<file path="src/rtl/program_loader_pkg.sv">
// Shared types and constants for the program loader: FSM encoding, frame field
// sizes and the word-address helper.
package program_loader_pkg;

    typedef enum logic [2:0] {
        ST_IDLE   = 3'd0,
        ST_LEN_LO = 3'd1,
        ST_LEN_HI = 3'd2,
        ST_DATA   = 3'd3,
        ST_CHECK  = 3'd4,
        ST_DONE   = 3'd5,
        ST_ERROR  = 3'd6
    } loader_state_t;

    localparam int         LEN_BYTES      = 2;
    localparam int         BYTES_PER_WORD = 4;
    localparam logic [7:0] CHK_INIT       = 8'h00;

    // Byte address of word idx; the index is a word count, so shift by two.
    function automatic logic [31:0] word_byte_addr(input logic [31:0] base,
                                                   input logic [15:0] idx);
        return base + {14'b0, idx, 2'b00};
    endfunction

endpackage

</file>
<file path="src/rtl/byte_word_packer.sv">
// Collects bytes little-endian into a 32-bit word; word_valid pulses together
// with the byte that completes the word.
module byte_word_packer
    import program_loader_pkg::*;
(
    input  logic        clk,
    input  logic        reset_n,
    input  logic        clear,
    input  logic        byte_valid,
    input  logic [7:0]  byte_data,
    output logic        word_valid,
    output logic [31:0] word
);

    localparam logic [1:0] LAST_BYTE = 2'(BYTES_PER_WORD - 1);

    logic [1:0]  byte_cnt_q, byte_cnt_d;
    logic [31:0] shift_q,    shift_d;

    always_comb begin
        byte_cnt_d = byte_cnt_q;
        shift_d    = shift_q;
        if (clear) begin
            byte_cnt_d = 2'd0;
            shift_d    = 32'h0;
        end else if (byte_valid) begin
            // New bytes enter at the top so the first byte ends up in [7:0].
            shift_d    = {byte_data, shift_q[31:8]};
            byte_cnt_d = byte_cnt_q + 2'd1;
        end
    end

    assign word_valid = byte_valid && !clear && (byte_cnt_q == LAST_BYTE);
    assign word       = {byte_data, shift_q[31:8]};

    always_ff @(posedge clk or negedge reset_n) begin
        if (!reset_n) begin
            byte_cnt_q <= 2'd0;
            shift_q    <= 32'h0;
        end else begin
            byte_cnt_q <= byte_cnt_d;
            shift_q    <= shift_d;
        end
    end

endmodule

</file>
<file path="src/rtl/program_loader.sv">
// Receives a length-prefixed, XOR-checked program image as a byte stream and
// writes it word by word into program memory while holding the core in reset.
module program_loader
    import program_loader_pkg::*;
#(
    parameter int          MEM_WORDS = 256,
    parameter logic [31:0] BASE_ADDR = 32'h0
) (
    input  logic        clk,
    input  logic        reset_n,
    input  logic        load_start,
    input  logic [7:0]  in_data,
    input  logic        in_valid,
    output logic        in_ready,
    output logic [31:0] mem_byte_address,
    output logic        mem_write_enable,
    output logic [31:0] mem_write_data,
    output logic        cpu_hold,
    output logic        load_done,
    output logic        load_error,
    output logic [2:0]  dbg_state
);

    // Handshake: a byte moves when in_valid && in_ready are high at a rising
    // edge; in_ready depends only on state, never on in_valid.

    localparam int          LEN_W   = 8 * LEN_BYTES;
    localparam logic [16:0] MAX_LEN = 17'(MEM_WORDS);

    loader_state_t     state_q, state_d;
    logic [LEN_W-1:0]  len_q,   len_d;
    logic [15:0]       idx_q,   idx_d;
    logic [7:0]        chk_q,   chk_d;
    logic              we_q,    we_d;
    logic [31:0]       addr_q,  addr_d;
    logic [31:0]       data_q,  data_d;

    logic              accept;
    logic              pk_clear;
    logic              pk_valid;
    logic              word_valid;
    logic [31:0]       word;
    logic [LEN_W-1:0]  len_full;

    assign in_ready = (state_q == ST_LEN_LO) || (state_q == ST_LEN_HI) ||
                      (state_q == ST_DATA)   || (state_q == ST_CHECK);
    assign accept   = in_valid && in_ready;
    assign pk_valid = accept && (state_q == ST_DATA);
    assign len_full = {in_data, len_q[7:0]};

    byte_word_packer u_packer (
        .clk        (clk),
        .reset_n    (reset_n),
        .clear      (pk_clear),
        .byte_valid (pk_valid),
        .byte_data  (in_data),
        .word_valid (word_valid),
        .word       (word)
    );

    always_comb begin
        state_d  = state_q;
        len_d    = len_q;
        idx_d    = idx_q;
        chk_d    = chk_q;
        we_d     = 1'b0;
        addr_d   = addr_q;
        data_d   = data_q;
        pk_clear = 1'b0;

        unique case (state_q)
            ST_IDLE, ST_ERROR: begin
                if (load_start) begin
                    state_d  = ST_LEN_LO;
                    len_d    = '0;
                    idx_d    = 16'h0;
                    chk_d    = CHK_INIT;
                    pk_clear = 1'b1;
                end
            end
            ST_LEN_LO: begin
                if (accept) begin
                    len_d   = {8'h00, in_data};
                    state_d = ST_LEN_HI;
                end
            end
            ST_LEN_HI: begin
                if (accept) begin
                    len_d = len_full;
                    if (len_full == '0) begin
                        state_d = ST_CHECK;
                    end else if ({1'b0, len_full} > MAX_LEN) begin
                        state_d = ST_ERROR;
                    end else begin
                        state_d = ST_DATA;
                    end
                end
            end
            ST_DATA: begin
                if (accept) begin
                    chk_d = chk_q ^ in_data;
                end
                // Write strobe, address and data are registered together so
                // they appear one cycle after the word's last byte.
                if (word_valid) begin
                    we_d   = 1'b1;
                    addr_d = word_byte_addr(BASE_ADDR, idx_q);
                    data_d = word;
                    idx_d  = idx_q + 16'd1;
                    if (idx_q == len_q - 16'd1) begin
                        state_d = ST_CHECK;
                    end
                end
            end
            ST_CHECK: begin
                if (accept) begin
                    state_d = (in_data == chk_q) ? ST_DONE : ST_ERROR;
                end
            end
            ST_DONE: begin
                state_d = ST_IDLE;
            end
            default: begin
                state_d = ST_IDLE;
            end
        endcase
    end

    // The core stays held through an error so a bad image never runs.
    assign cpu_hold   = in_ready || (state_q == ST_ERROR);
    assign load_done  = (state_q == ST_DONE);
    assign load_error = (state_q == ST_ERROR);
    assign dbg_state  = state_q;

    assign mem_write_enable = we_q;
    assign mem_byte_address = addr_q;
    assign mem_write_data   = data_q;

    always_ff @(posedge clk or negedge reset_n) begin
        if (!reset_n) begin
            state_q <= ST_IDLE;
            len_q   <= '0;
            idx_q   <= 16'h0;
            chk_q   <= CHK_INIT;
            we_q    <= 1'b0;
            addr_q  <= 32'h0;
            data_q  <= 32'h0;
        end else begin
            state_q <= state_d;
            len_q   <= len_d;
            idx_q   <= idx_d;
            chk_q   <= chk_d;
            we_q    <= we_d;
            addr_q  <= addr_d;
            data_q  <= data_d;
        end
    end

endmodule

</file>
<file path="config.mk">
export PLATFORM = sky130hd
export DESIGN_NAME = program_loader
export DESIGN_NICKNAME = d
export VERILOG_FILES = /design/src/rtl/program_loader_pkg.sv /design/src/rtl/byte_word_packer.sv /design/src/rtl/program_loader.sv
export SDC_FILE = /design/constraint.sdc
export NUM_CORES = 1
export LEC_CHECK = 0
export ABC_AREA = 1
export CAP_MARGIN = 20
export CORE_MARGIN = 10
export CORE_UTILIZATION = 46
export CTS_CLUSTER_SIZE = 16
export DETAILED_ROUTE_END_ITERATION = 12
export GPL_TIMING_DRIVEN = 1
export PLACE_DENSITY = 0.7
export SYNTH_ARGS = -nofsm -noshare
export SYNTH_HDL_FRONTEND = slang
export SYNTH_SLANG_ARGS = --single-unit
</file>
<file path="constraint.sdc">
create_clock -name clk -period 2.8 [get_ports clk]
set_clock_uncertainty 0.15 [all_clocks]
set_input_delay 0.28 -clock clk [delete_from_list [all_inputs] [get_ports clk]]
set_output_delay 0.28 -clock clk [all_outputs]
set_load 0.01 [all_outputs]
</file>
==> run_results.csv <==
group,metric,value,unit
sta,period_minus_slack,2.682,ns
global_route,grtUsageTotal,15.91,%
placement,dp_hpwl,9530,um
finish,drive_above_1_share,9.103,%
clocking,cts_buffers,17,
yosys,yosys_warnings,0,
floorplanning,start_util,46.75,%
critical_path,crit_family,"buffers and inverters",
placement,place_area,6355,um2
yosys,synth.mux.area_fraction,0,%
sta,fin_crit_sh,95.78,%
drt,vias,4595,
yosys,synth_top_family_by_area,"simple AND/OR/NAND/NOR gates",
global_route,antenna_found_initial,0,
sta,relSlewSlack,40.49,%
yosys,synth_seq_area_share,52.81,%
sta,finalHoldViolCount,0,
yosys,syn_area,5592,um2
yosys,syn_inst,648,
clocking,clockBufferDepth,2,
floorplanning,row_count,40,
drt,ant_nets,0,
power_and_ir_drop,power.internal,3.838,mW
floorplanning,die_x,130.3,um
global_route,grt_pass1_wl,21460,um
floorplanning,core,11960,um2
global_route,grtUsageMet2,24.78,%
critical_path,cpMaxStageDelayCell,"clkdlybuf4s50_1",
finish,antenna_cells,0,
clocking,insertion_delay,0.41,ns
drt,drc,0,
power_and_ir_drop,p_leak,3.307,nW
run,max_cap_violations,0,
drt,routed_wirelength,13250,um
yosys,postSynth.asyncResetShare,100.0,%
sta,timing.setup.tns,0,ns
critical_path,crit_top_cell,"inv_1",
critical_path,critPathMaxFanout,9,
yosys,synth-xor-area-share,2.819,%
floorplanning,die-area,16970,um2
critical_path,worst_setup_path_start_kind,"flop",
drt,post_drt_wl_per_cell,15.01,um
floorplanning,die_height,130.3,um
drt,routed_via_density,5.204,
power_and_ir_drop,peakVddDrop,0.7650,mV
clocking,cts_max_level,4,
clocking,cts_tree,"yes",
critical_path,worstSetupEndpointType,"output port",
yosys,synthTopCellsByCount,"nand2_1, dfrtp_1, inv_1",
drt,drtPass1Iterations,7,
sta,finalMaxSlewViolations,0,
sta,worstMarginPinSlew,0.8927,ns
sta,fmax,372.9,MHz
critical_path,worst-path-buf-inv,3,
power_and_ir_drop,power.density,883.7,nW/um2
yosys,yosys.area.top_type,"dfrtp_1",
drt,drtIter0Drc,307,
global_route,grt_max_degree,71,
yosys,ys_types,38,
critical_path,crit_required,2.37,ns
yosys,synth-seq-cells,118,
yosys,synthFlopType,"dfrtp_1",
power_and_ir_drop,switching_share,37.31,%
yosys,synth-compound-area-share,12.87,%
clocking,clkSlewWorstSetupHoldPaths,0.06,ns
placement,gp_congestion,0.8954,
power_and_ir_drop,combPwrFrac,32.3,%
global_route,gr-total-overflow,0,
clocking,clock-sinks,118,
power_and_ir_drop,pwr-share-seq,35.1,%
yosys,synth_fa_ha_area_share,0.8951,%
yosys,synthSimpleGateAreaFrac,20.74,%
critical_path,arrival,2.25,ns
critical_path,cpPeakStageDelay,0.53,ns
floorplanning,ios,84,
global_route,use_met1,20.81,%
hold_path,hold_path.class,"flop to flop",
yosys,avgSynthCellArea,8.629,um2
global_route,grt-busiest-layer,"met2",
yosys,synth_area_leaders,"dfrtp_1, nand2_1, o21ai_0",
power_and_ir_drop,power_switching,2.284,mW
clocking,cts_root_buf,"clkbuf_16",
sta,rsz0062_at_grt,"false",
global_route,grt_pass1_vias,4365,
power_and_ir_drop,clock_power_share,32.6,%
yosys,synth_edf_count,0,
finish,final_area,6928,um2
finish,synthToLayoutAreaGrowth,23.90,%
global_route,met3_usage,4.544,%
sta,setup_viol,0,
placement,io_buffers,67,
finish,nets,739,
run_status,status,"finished clean",
critical_path,cp_cell_sequence,"inv_1 > nand2_2 > nor2_4 > inv_1 > nand4_1 > or2_2 > clkdlybuf4s50_1",
critical_path,crit_type,"flop to output port",
yosys,synth_top_area_share,52.81,%
yosys,yosysMostFrequentCell,"nand2_1",
## sequential cells by signal, summed over array words and instances, names as in the netlist
signal	count
mem_byte_address	16
u_packer.byte_cnt_q	2
dbg_state	3
mem_write_enable	1
idx_q	16
len_q	16
u_packer.shift_q	24
mem_write_data	32
chk_q	8
## per-stage QoR
| step | util (%) | power [mW] | std cells | worst slack, ns | hold slack, ns |
|---|---|---|---|---|---|
| CTS | 57.77 | 6.102 | 881 | 0.04743 | 0.3371 |
| global route | 57.92 | 6.516 | 883 | 0.02517 | 0.3591 |
| finish | 57.92 | 6.122 | 883 | 0.1182 | 0.3303 |
| floorplan | - | 3.620 | 663 | 0.8139 | -0.1656 |
| detailed placement | 53.13 | 4.102 | 848 | 0.4596 | 0.2796 |
| global placement | 53.13 | 4.051 | 848 | 0.4779 | 0.2696 |
## power groups by stage
| stage | Combinational (mW) | Sequential (mW) | Clock (mW) |
|---|---|---|---|
| 2_1_floorplan | 1.49 | 2.13 | 0 |
| 3_3_place_gp | 1.88 | 2.17 | 0 |
| 3_5_place_dp | 1.93 | 2.17 | 0 |
| 4_1_cts | 1.95 | 2.15 | 2.01 |
| 5_1_grt | 2.24 | 2.18 | 2.10 |
| 6_report | 1.98 | 2.15 | 2.00 |
## cell type report
cell class | count | area (um2)
Clock buffer | 17 | 425.4
Clock inverter | 15 | 120.1
Fill cell | 1008 | 5034
Inverter | 88 | 330.3
Multi-Input combinational cell | 420 | 2147
Sequential cell | 118 | 2955
Tap cell | 147 | 183.9
Timing Repair Buffer | 78 | 765.7
## kinds of logic (layout without fill, tap and decap cells)
group,Yosys count,after routing
adder cells (fa/ha/maj),4,4
AND/OR/NAND/NOR,253,253
buffers and inverters,125,198
other,1,16
flip-flops,118,118
AO/OA/AOI/OAI,129,129
XOR/XNOR,18,18
## worst register-to-register path, delay by kind of cell, from the launching register on
| family | cells | cell delay [ns] |
|---|---|---|
| adder cells (fa/ha/maj) | 1 | 0.27 |
| flip-flops | 1 | 0.37 |
| AND/OR/NAND/NOR | 13 | 1.23 |
| buffers and inverters | 1 | 0.17 |
## what timing repair did
| item | 4_1_cts | 5_1_grt |
|---|---|---|
| resized for setup | 0 | 2 |
| buffers inserted | 0 | 2 |
| hold buffers | 1 | 0 |
| hold endpoints to repair | 60 | 0 |
| endpoints found under the setup margin | 0 | 1 |
## placed cells by master, fill, tap and decap left out, drive strengths merged, types with 2 or more instances in the layout
cell type / n
dfrtp: 118
xnor2: 2
ha: 4
conb: 16
nor3: 11
nor4: 3
nand3b: 3
buf: 11
nand2: 140
clkinvlp: 2
nor2: 49
clkdlybuf4s50: 66
nand4: 7
o22ai: 25
clkinv: 7
a22o: 9
xor2: 16
o21ai: 78
nand3: 38
inv: 94
clkbuf: 17
a21oi: 13
o21bai: 2
## worst paths after layout
kind / from / end / slack, ns / depth (start not counted)
min: mem_write_data[15] / mem_write_data[15] / 0.33 / 2
max: dbg_state[2] / cpu_hold / 0.12 / 7
max reg2reg: len_q[0] / dbg_state[1] / 0.49 / 15
min reg2reg: mem_write_data[15] / mem_write_data[15] / 0.33 / 2
min in group asynchronous: reset_n / mem_write_enable / 0.36 / 2
max in group asynchronous: reset_n / u_packer.shift_q[31] / 1.41 / 3
## layer usage
metal	part of all wire (%)	up-vias
met5	0	-
met3	7.1	18
met2	46	153
met1	45	2189
li1	-	2235
met4	1.7	0
Note: power is estimated with default switching activity, not from simulation.
